File: src/rtl/rx_payload_packer.sv
// Packs the MAC parser's byte payload stream big-endian into 32-bit words behind a
// first-word-fall-through FIFO, admitting or dropping whole frames. Optional counters: RX_PACK_STATS_EN.
module rx_payload_packer #(
    parameter int FIFO_DEPTH = 16,
    parameter int ADDR_W     = 4
) (
    input  logic              clk,
    input  logic              reset,
    input  logic [7:0]        in_tdata,
    input  logic              in_tvalid,
    input  logic              in_tfirst,
    input  logic              in_tlast,
    input  logic [15:0]       in_len,
    output logic [31:0]       out_tdata,
    output logic [3:0]        out_tkeep,
    output logic              out_tvalid,
    output logic              out_tlast,
    input  logic              out_tready,
    output logic [ADDR_W:0]   fifo_count,
    output logic              len_err,
    output logic              frame_drop,
    output logic [15:0]       frame_cnt,
    output logic [15:0]       drop_cnt
);

    typedef enum logic [1:0] {ST_IDLE = 2'd0, ST_PACK = 2'd1, ST_DROP = 2'd2} state_t;

    localparam logic [16:0]       DEPTH_L = 17'(FIFO_DEPTH);
    localparam logic [ADDR_W-1:0] PTR_ONE = {{(ADDR_W-1){1'b0}}, 1'b1};

    state_t            state_r, state_s;
    logic [31:0]       word_r, word_s, word_fill_s, lane_word_s;
    logic [3:0]        keep_r, keep_s, keep_fill_s;
    logic [1:0]        lane_r, lane_s;
    logic [15:0]       byte_cnt_r, byte_cnt_s, len_r, len_s;
    logic [15:0]       cnt_base_s, cnt_new_s, len_cur_s;
    logic              push_r, push_s, push_last_r, push_last_s;
    logic [31:0]       push_data_r, push_data_s;
    logic [3:0]        push_keep_r, push_keep_s;
    logic              len_err_r, len_err_s, frame_drop_r, frame_drop_s;
    logic              take_s, end_len_s, end_s, admit_s;
    logic [16:0]       need_s, free_s;
    logic [36:0]       mem_r [FIFO_DEPTH];
    logic [36:0]       rd_word_s;
    logic [ADDR_W-1:0] wr_ptr_r, rd_ptr_r;
    logic [ADDR_W:0]   fifo_count_r;
    logic              pop_s;

    // Admission: a pending push already owns a slot even though fifo_count has not seen it yet.
    always_comb begin
        need_s     = ({1'b0, in_len} + 17'd3) >> 2;
        free_s     = DEPTH_L - {{(16-ADDR_W){1'b0}}, fifo_count_r} - {16'd0, push_r};
        admit_s    = (in_len != 16'd0) && (need_s <= free_s);
        cnt_base_s = (state_r == ST_IDLE) ? 16'd0 : byte_cnt_r;
        len_cur_s  = (state_r == ST_IDLE) ? in_len : len_r;
        cnt_new_s  = cnt_base_s + 16'd1;
        end_len_s  = (cnt_new_s == len_cur_s);
        end_s      = end_len_s || in_tlast;
        case (lane_r)
            2'd0:    lane_word_s = {in_tdata, 24'd0};
            2'd1:    lane_word_s = {8'd0, in_tdata, 16'd0};
            2'd2:    lane_word_s = {16'd0, in_tdata, 8'd0};
            default: lane_word_s = {24'd0, in_tdata};
        endcase
        word_fill_s = word_r | lane_word_s;
        keep_fill_s = keep_r | (4'b1000 >> lane_r);
    end

    // Frame FSM and lane packer next-state.
    always_comb begin
        state_s      = state_r;
        word_s       = word_r;
        keep_s       = keep_r;
        lane_s       = lane_r;
        byte_cnt_s   = byte_cnt_r;
        len_s        = len_r;
        push_s       = 1'b0;
        push_data_s  = word_r;
        push_keep_s  = keep_r;
        push_last_s  = 1'b0;
        len_err_s    = 1'b0;
        frame_drop_s = 1'b0;
        take_s       = 1'b0;
        case (state_r)
            ST_IDLE: begin
                if (in_tvalid && in_tfirst) begin
                    if (admit_s) begin
                        len_s  = in_len;
                        take_s = 1'b1;
                    end else begin
                        frame_drop_s = 1'b1;
                        len_err_s    = (in_len == 16'd0);
                        state_s      = in_tlast ? ST_IDLE : ST_DROP;
                    end
                end else begin
                    state_s = ST_IDLE;
                end
            end
            ST_PACK: begin
                if (in_tvalid && in_tfirst) begin
                    // An empty partial word has nothing left to flush.
                    push_s      = (lane_r != 2'd0);
                    push_last_s = 1'b1;
                    len_err_s   = 1'b1;
                    word_s      = 32'd0;
                    keep_s      = 4'd0;
                    lane_s      = 2'd0;
                    state_s     = ST_DROP;
                end else begin
                    take_s = in_tvalid;
                end
            end
            ST_DROP: begin
                if (in_tvalid && in_tlast) begin
                    state_s = ST_IDLE;
                end else begin
                    state_s = ST_DROP;
                end
            end
            default: state_s = ST_IDLE;
        endcase
        if (take_s) begin
            byte_cnt_s = cnt_new_s;
            if (end_s || (lane_r == 2'd3)) begin
                push_s      = 1'b1;
                push_data_s = word_fill_s;
                push_keep_s = keep_fill_s;
                push_last_s = end_s;
                word_s      = 32'd0;
                keep_s      = 4'd0;
                lane_s      = 2'd0;
            end else begin
                word_s = word_fill_s;
                keep_s = keep_fill_s;
                lane_s = lane_r + 2'd1;
            end
            if (end_s) begin
                len_err_s = !(end_len_s && in_tlast);
                state_s   = in_tlast ? ST_IDLE : ST_DROP;
            end else begin
                state_s = ST_PACK;
            end
        end else begin
            byte_cnt_s = byte_cnt_s;
        end
    end

    // Packer, push stage and pulse registers.
    always_ff @(posedge clk or posedge reset) begin
        if (reset) begin
            state_r      <= ST_IDLE;
            word_r       <= 32'd0;
            keep_r       <= 4'd0;
            lane_r       <= 2'd0;
            byte_cnt_r   <= 16'd0;
            len_r        <= 16'd0;
            push_r       <= 1'b0;
            push_data_r  <= 32'd0;
            push_keep_r  <= 4'd0;
            push_last_r  <= 1'b0;
            len_err_r    <= 1'b0;
            frame_drop_r <= 1'b0;
        end else begin
            state_r      <= state_s;
            word_r       <= word_s;
            keep_r       <= keep_s;
            lane_r       <= lane_s;
            byte_cnt_r   <= byte_cnt_s;
            len_r        <= len_s;
            push_r       <= push_s;
            push_data_r  <= push_data_s;
            push_keep_r  <= push_keep_s;
            push_last_r  <= push_last_s;
            len_err_r    <= len_err_s;
            frame_drop_r <= frame_drop_s;
        end
    end

    // FIFO storage; contents are qualified by fifo_count so need no reset.
    always_ff @(posedge clk) begin
        if (push_r) begin
            mem_r[wr_ptr_r] <= {push_data_r, push_keep_r, push_last_r};
        end else begin
            mem_r[wr_ptr_r] <= mem_r[wr_ptr_r];
        end
    end

    assign pop_s = out_tvalid && out_tready;

    // FIFO pointers and occupancy.
    always_ff @(posedge clk or posedge reset) begin
        if (reset) begin
            wr_ptr_r     <= {ADDR_W{1'b0}};
            rd_ptr_r     <= {ADDR_W{1'b0}};
            fifo_count_r <= {(ADDR_W+1){1'b0}};
        end else begin
            if (push_r) wr_ptr_r <= wr_ptr_r + PTR_ONE;
            else        wr_ptr_r <= wr_ptr_r;
            if (pop_s)  rd_ptr_r <= rd_ptr_r + PTR_ONE;
            else        rd_ptr_r <= rd_ptr_r;
            case ({push_r, pop_s})
                2'b10:   fifo_count_r <= fifo_count_r + {{ADDR_W{1'b0}}, 1'b1};
                2'b01:   fifo_count_r <= fifo_count_r - {{ADDR_W{1'b0}}, 1'b1};
                default: fifo_count_r <= fifo_count_r;
            endcase
        end
    end

    assign rd_word_s  = mem_r[rd_ptr_r];
    assign out_tvalid = (fifo_count_r != {(ADDR_W+1){1'b0}});
    assign out_tdata  = out_tvalid ? rd_word_s[36:5] : 32'd0;
    assign out_tkeep  = out_tvalid ? rd_word_s[4:1]  : 4'd0;
    assign out_tlast  = out_tvalid ? rd_word_s[0]    : 1'b0;
    assign fifo_count = fifo_count_r;
    assign len_err    = len_err_r;
    assign frame_drop = frame_drop_r;

`ifdef RX_PACK_STATS_EN
    logic [15:0] frame_cnt_r, drop_cnt_r;
    logic        admit_evt_s;
    assign admit_evt_s = (state_r == ST_IDLE) && in_tvalid && in_tfirst && admit_s;

    // Frame statistics, free-running 16-bit wrap.
    always_ff @(posedge clk or posedge reset) begin
        if (reset) begin
            frame_cnt_r <= 16'd0;
            drop_cnt_r  <= 16'd0;
        end else begin
            if (admit_evt_s)  frame_cnt_r <= frame_cnt_r + 16'd1;
            else              frame_cnt_r <= frame_cnt_r;
            if (frame_drop_s) drop_cnt_r  <= drop_cnt_r + 16'd1;
            else              drop_cnt_r  <= drop_cnt_r;
        end
    end
    assign frame_cnt = frame_cnt_r;
    assign drop_cnt  = drop_cnt_r;
`else
    assign frame_cnt = 16'd0;
    assign drop_cnt  = 16'd0;
`endif

endmodule

File: config.mk
export PLATFORM = sky130hd
export DESIGN_NAME = rx_payload_packer
export DESIGN_NICKNAME = d
export VERILOG_FILES = /design/src/rtl/rx_payload_packer.sv
export SDC_FILE = /design/constraint.sdc
export NUM_CORES = 1
export LEC_CHECK = 0
export CAP_MARGIN = 10
export CELL_PAD_IN_SITES_DETAIL_PLACEMENT = 1
export CELL_PAD_IN_SITES_GLOBAL_PLACEMENT = 1
export CORE_UTILIZATION = 50
export CTS_BUF_LIST = sky130_fd_sc_hd__clkbuf_4 sky130_fd_sc_hd__clkbuf_8 sky130_fd_sc_hd__clkbuf_16
export DETAILED_ROUTE_END_ITERATION = 8
export PLACE_DENSITY_LB_ADDON = 0.1
export SETUP_SLACK_MARGIN = 0.05
export SYNTH_ARGS = -nofsm -noshare
export SYNTH_HDL_FRONTEND = slang
export SYNTH_SLANG_ARGS = --single-unit
File: constraint.sdc
create_clock -name clk -period 7.15 [get_ports clk]
set_input_delay 0.715 -clock clk [delete_from_list [all_inputs] [get_ports clk]]
set_output_delay 0.715 -clock clk [all_outputs]
set_load 0.02 [all_outputs]
==> results of run 1 <==
[critical path, cell delays in order (launching register included)]
cell	delay, ns
dfrtp_1	0.44
inv_1	0.15
ha_1	0.31
inv_1	0.16
nor3_1	0.22
ha_1	0.33
and4b_1	0.22
o21ai_0	0.15
o211ai_1	0.21
inv_1	0.28
ha_1	0.26
nand4_1	0.11
mux2i_1	0.24
nor3b_1	0.39
o221ai_1	0.25
o21a_1	0.23
buf_4	0.22
a21oi_4	0.84
a31o_2	0.28
[cell usage in the layout, fill, tap and decap left out, types with 9 or more instances in the layout]
cell	count
clkbuf_16	77
a31o_2	33
ha_1	31
dfrtp_1	121
nor3_1	13
o21ai_0	21
a21oi_1	26
edfxtp_1	592
a32o_2	26
a31oi_1	12
clkbuf_4	25
inv_1	21
buf_4	26
nand3_1	13
nand2_1	44
nand4_1	14
xor2_1	25
clkdlybuf4s50_1	74
a21o_1	9
mux2_2	18
and2_2	16
and2_1	41
clkinv_1	12
nor2_1	27
xnor2_1	30
mux2i_1	10
conb_1	32
mux4_2	185
[power by group through the flow]
stage | clock network [mW] | logic [mW] | registers (mW)
2_1_floorplan | 0 | 3.16 | 5.47
3_5_place_dp | 0 | 4.16 | 5.94
6_report | 3.86 | 4.11 | 5.84
3_3_place_gp | 0 | 4.11 | 5.90
5_1_grt | 4.07 | 4.42 | 5.92
4_1_cts | 3.94 | 4.18 | 5.86
[cells in the mapped netlist, types with 4 or more instances]
library cell | n | area [µm²]
edfxtp_1 | 592 | 17800
nand4_1 | 14 | 87.6
xor2_1 | 25 | 219
nand2_1 | 44 | 165
inv_1 | 23 | 86.3
o21ai_0 | 21 | 105
nor2_1 | 27 | 101
a32o_2 | 26 | 293
mux4_2 | 185 | 4170
nand2b_1 | 5 | 31.3
nor4_1 | 8 | 50.1
buf_4 | 34 | 255
buf_12 | 4 | 80.1
and3_1 | 5 | 31.3
a22o_1 | 5 | 43.8
nand3_1 | 13 | 65.1
clkbuf_1 | 50 | 188
nor2b_1 | 8 | 50.1
buf_6 | 4 | 45.0
xnor2_1 | 30 | 263
buf_1 | 25 | 93.8
nor3_1 | 13 | 65.1
a21o_1 | 9 | 67.6
mux2_2 | 18 | 203
mux2i_1 | 10 | 100
a31o_2 | 33 | 289
ha_1 | 31 | 388
buf_2 | 13 | 65.1
a31oi_1 | 12 | 75.1
dfrtp_1 | 125 | 3130
a32o_1 | 7 | 70.1
a21oi_1 | 26 | 130
and2_1 | 57 | 357
[area by class of cell]
cell class / count / area (µm²) / share of cell area (%)
timing repair buffer: 103 / 996 / 2.97
sequential: 717 / 20900 / 62.4
clock inverter: 30 / 287 / 0.855
tap: 765 / 957 / 2.86
clock buffer: 107 / 2180 / 6.52
inverter: 23 / 91.3 / 0.273
multi-input combinational: 718 / 8070 / 24.1
[cells by family (layout without fill, tap and decap cells)]
family	count (synthesis)	count (layout)	synth area share [%]
buffers and inverters	154	263	2.76
muxes	213	213	15.1
DFF	717	717	70.5
xor gates and xnor gates	55	55	1.62
AOI/OAI and AO/OA	170	170	4.58
adders and majority gates	32	32	1.38
and+or+nand+nor	216	216	4.08
other	1	32	0.0126
[metal layers]
layer	wire length [µm]	part of all wire, %
met5	22	0.032
met4	1680	2.4
met3	3050	4.4
met2	35300	51
met1	29200	42
[worst max path at each step]
| stage | from | to | slack [ns] | cells past startpoint |
|---|---|---|---|---|
| 2_1_floorplan | fifo_count[0]$_DFFE_PP0P_ | len_r[0]$_DFFE_PP0P_ | 2.94 | 18 |
| 5_1_grt | fifo_count[0]$_DFFE_PP0P_ | push_data_r[21]$_DFF_PP0_ | 1.28 | 18 |
| 3_3_place_gp | fifo_count[0]$_DFFE_PP0P_ | push_data_r[17]$_DFF_PP0_ | 2.11 | 18 |
| 4_1_cts | fifo_count[0]$_DFFE_PP0P_ | push_data_r[8]$_DFF_PP0_ | 1.80 | 18 |
| 6_report | fifo_count[0]$_DFFE_PP0P_ | push_data_r[22]$_DFF_PP0_ | 1.77 | 18 |
| 3_5_place_dp | fifo_count[0]$_DFFE_PP0P_ | push_data_r[19]$_DFF_PP0_ | 1.82 | 18 |
[flip-flops by register name (all words and copies together) (netlist names), 2 cells and up]
register     flops
len_r           16
keep_r           4
state_r          2
push_data_r     32
wr_ptr_r         4
fifo_count       5
lane_r           2
rd_ptr_r         4
mem_r          592
byte_cnt_r      16
push_keep_r      4
word_r          32
==> metrics, run 1 <==
Final Cycle Share 75.2%; CTS Sinks 717; grt peak-use layer met2; GR Util met3 3.24%; PD cells 412 nW/µm²; Nets 1699; DP Worst Slack 1.82 ns; worst hold start keep_r[1]$_DFFE_PP0P_; overall power 13.8 mW; Post-DRT Antenna Nets 0; vias in the first global route 16.1k; final instance area 33500 µm²; final setup fails 0; initial antenna violation count 2; Final Non-Filler Cells 2463; Crit. End Element register; FF-to-FF End push_data_r[22]$_DFF_PP0_; EDFF count, synth 592; maxcap violations 0; total routed wirelength 69200 µm; clock latency at the later pin of the worst-skew pair 0.61 ns; post-CTS resize count 0; filler instances 5042; area of the core 58100 µm²; dominant synthesized flop cell edfxtp_1; FF-to-FF setup slack 1.77 ns; number of library cell types mapped by synthesis 71; Switching Share 30.7%; Hold EP push_keep_r[1]$_DFF_PP0_; Peak VDD IR 0.000216 V; Antenna Cells 0; cell area after synthesis 29700 µm²; Initial DRT Pass Iterations 7; Seq pwr share 42.3%; f_max 186 MHz; largest net degree at the start of global routing 119; H-tree depth 3; # DRC 0; RR Startpoint fifo_count[0]$_DFFE_PP0P_; Root Buffer Master clkbuf_16; GRT met1 Usage 31.7%; Gate power share 29.8%; Die H 246 µm; Post-synth ARST share 17.4%; hold_buf cts 0; GP Congestion 0.828; slack of the critical path 1.77 ns; Layout area overhead 13.0%; I/O Buffers 74; Vias/cell 6.01; Setup TNS 0 ns; Cells after Synth 1558; drt initial violations 1057; synth warn 0; Max FO, Critical Path 35; Slew headroom 18.9%; Initial Util 51.0%; CTS tree done; Die X 246 µm; via count 14.8k; RSZ-0062 raised after global routing false; first-pass GRT wire length 104000 µm; Min Hold Slack 0.460 ns; register area share after synthesis 70.5%; Slew @ Worst Pin 1.21 ns; Cell Rows 88; io pins 107; NetSw 4.25 mW; met2 Track Usage GR 40.3%; outcome complete, no violations; clock network power share 28.0%; Slew Limit Fails 0; crit path time final 5.38 ns; Crit Path Category reg -> reg; Die ar. 60300 µm²; Num CTS Buffers 74; DP HPWL 37600 µm; Setup crit start kind register; Yosys reg bits 717; total congestion overflow 0; R2R cell count 18; Reg clk slew, reported paths 0.06 ns; All-Layer GR Usage 23.7%; share of cells above drive strength 1 26.5%; Worst Hold Class reg -> reg; post-DR wirelength/cell 28.1 µm; Int Power 9.57 mW; skew final 0.0155 ns; WP data required 7.69 ns; post-layout util 57.6%; leakage power 11.6 nW; Placed Cells 2326; arrival time at the worst endpoint 5.91 ns; Mapped Avg Cell Area 19.0 µm²; CTS max path bufs 3; worst hold path depth 1; Placed Area 31000 µm²; Setup Fix Bufs, Post-CTS 0; Final Hold Viols 0
Power figures use the tool's default switching activity.
==> run 2: changes to the inputs <==
--- a/config.mk
+++ b/config.mk
@@ -8,7 +8,7 @@
 export CAP_MARGIN = 10
 export CELL_PAD_IN_SITES_DETAIL_PLACEMENT = 1
 export CELL_PAD_IN_SITES_GLOBAL_PLACEMENT = 1
-export CORE_UTILIZATION = 50
+export CORE_UTILIZATION = 48
 export CTS_BUF_LIST = sky130_fd_sc_hd__clkbuf_4 sky130_fd_sc_hd__clkbuf_8 sky130_fd_sc_hd__clkbuf_16
 export DETAILED_ROUTE_END_ITERATION = 8
 export PLACE_DENSITY_LB_ADDON = 0.1
==> constraint.sdc (replaced) <==
create_clock -name clk -period 4.4 [get_ports clk]
set_input_delay 0.44 -clock clk [delete_from_list [all_inputs] [get_ports clk]]
set_output_delay 0.44 -clock clk [all_outputs]
set_load 0.02 [all_outputs]
==> metrics, run 2 (synthesized netlist as in run 1, its figures left out) <==
outcome complete, no violations; All-Layer GR Usage 23.3%; FF-to-FF setup slack 0.29 ns; Die ar. 62800 µm²; Top reg by flops mem_r; max reg flops 592; GR Util met3 3.19%; CTS Sinks 717; top flop regs mem_r (592), push_data_r (32), word_r (32); WP data required 4.87 ns; Initial DRT Pass Iterations 5; total congestion overflow 0; clock latency at the later pin of the worst-skew pair 0.61 ns; Placed Area 31500 µm²; drt initial violations 1179; DP Worst Slack -0.223 ns; vias in the first global route 16.3k; io pins 107; Num CTS Buffers 74; GRT met1 Usage 32.3%; Cell Rows 90; clock network power share 27.5%; most frequent cells in the layout edfxtp_1 (592), mux4_2 (185), dfrtp_1 (121), clkbuf_16 (77), clkdlybuf4s50_1 (74); Max FO, Critical Path 35; f_max 243 MHz; Slew headroom 18.3%; RR Startpoint fifo_count[1]$_DFFE_PP0P_; Seq pwr share 40.6%; grt peak-use layer met2; Crit Path Category reg -> reg; maxcap violations 0; share of cells above drive strength 1 28.9%; leakage power 11.9 nW; Crit. End Element register; Switching Share 30.8%; met2 Track Usage GR 39.2%; post-DR wirelength/cell 28.2 µm; Worst Hold Class in -> async; final instance area 34000 µm²; total routed wirelength 71400 µm; Slew @ Worst Pin 1.22 ns; initial antenna violation count 4; Layout area overhead 14.7%; Vias/cell 5.97; Post-DRT Antenna Nets 0; Critical Path Source fifo_count[1]$_DFFE_PP0P_; filler instances 5320; I/O Buffers 74; area of the core 60700 µm²; largest net degree at the start of global routing 88; RSZ-0062 raised after global routing false; Int Power 15.8 mW; Slew Limit Fails 0; H-tree depth 3; via count 15.1k; Critical Path Sink word_r[5]$_DFFE_PP0P_; # DRC 0; R2R cell count 19; CTS max path bufs 3; final setup fails 0; commonest non-fill, non-tap cell in the layout edfxtp_1; hold_buf cts 0; first-pass GRT wire length 107000 µm; Final Cycle Share 93.4%; Reg clk slew, reported paths 0.06 ns; PD cells 671 nW/µm²; Nets 1752; DP HPWL 42200 µm; GP Congestion 0.799; arrival time at the worst endpoint 4.58 ns; Die X 251 µm; crit path time final 4.11 ns; NetSw 7.02 mW; Initial Util 48.9%; Die H 251 µm; slack of the critical path 0.290 ns; FF-to-FF End word_r[5]$_DFFE_PP0P_; Root Buffer Master clkbuf_16; skew final 0.0261 ns; Setup crit start kind register; CTS tree done; Final Hold Viols 0; post-layout util 56.1%; Peak VDD IR 0.000330 V; Gate power share 31.8%
run 2: cell count changes in the layout (fill, tap and decap cells not counted), sizes merged, moves of 2 or more:
cell      delta
clkbuf      -15
bufinv       +2
clkinv       +6
clkinvlp     +3
buf         +51
run 2: critical path, cell delays in order, from the launching register on:
cell      delay [ns]
dfrtp_1         0.38
inv_2           0.09
ha_2            0.18
inv_1           0.06
nor3_2          0.14
ha_1            0.30
and4b_1         0.22
o21ai_1         0.12
o211ai_1        0.15
inv_1           0.12
ha_1            0.24
nand4_1         0.12
nor3_1          0.07
o41a_1          0.39
nand4b_1        0.24
o21a_4          0.29
buf_6           0.17
a22o_1          0.26
buf_12          0.18
a32o_2          0.24
run 2: power by group through the flow:
stage / clock network (mW) / logic, mW / registers, mW
after CTS: 6.41 / 7.35 / 9.28
final: 6.28 / 7.27 / 9.27
after global placement: 0 / 7.21 / 9.36
after floorplan: 0 / 5.14 / 8.89
after detailed placement: 0 / 7.29 / 9.42
after global routing: 6.63 / 7.83 / 9.38
run 2: final cells by class:
class	count	area [µm²]	share of cell area [%]
multi-input cells	720	8110	23.8
flip-flops and latches	717	20900	61.5
diodes	1	2.50	0.00736
clock inverters	42	378	1.11
clock buffers	92	2060	6.05
repair buffers	154	1480	4.36
well taps	782	978	2.88
inverters	23	91.3	0.268
run 2: through the flow:
stage,setup TNS (ns),hold slack [ns],std cells,total power [mW]
finish,0,0.342,2531,22.8
detailed placement,-9.54,0.442,2389,16.7
global route,0,0.420,2530,23.8
CTS,0,0.378,2524,23.0
global placement,-2.34,0.445,2389,16.6
floorplan,0,0.428,1589,14.0
run 2: timing repair:
item,CTS,global route
cloned,1,1
pin swaps,2,5
buffers inserted,0,5
gates resized for setup,7,5
endpoints found under the setup margin,70,79
run 2: per-layer routing:
layer	vias up	share of wire (%)
met5	-	0.063
li1	6486	-
met2	349	50
met4	6	1.7
met3	89	4.5
met1	8170	43
run 2: how the worst min path moves through the flow:
stage | from | endpoint | slack (ns) | depth (start not counted)
after floorplan | keep_r[0]$_DFFE_PP0P_ | push_keep_r[0]$_DFF_PP0_ | 0.43 | 1
after global placement | keep_r[3]$_DFFE_PP0P_ | push_keep_r[3]$_DFF_PP0_ | 0.44 | 1
after detailed placement | keep_r[3]$_DFFE_PP0P_ | push_keep_r[3]$_DFF_PP0_ | 0.44 | 1
after CTS | reset | len_r[6]$_DFFE_PP0P_ | 0.38 | 2
after global routing | reset | byte_cnt_r[3]$_DFFE_PP0P_ | 0.42 | 2
final | reset | len_r[6]$_DFFE_PP0P_ | 0.34 | 2
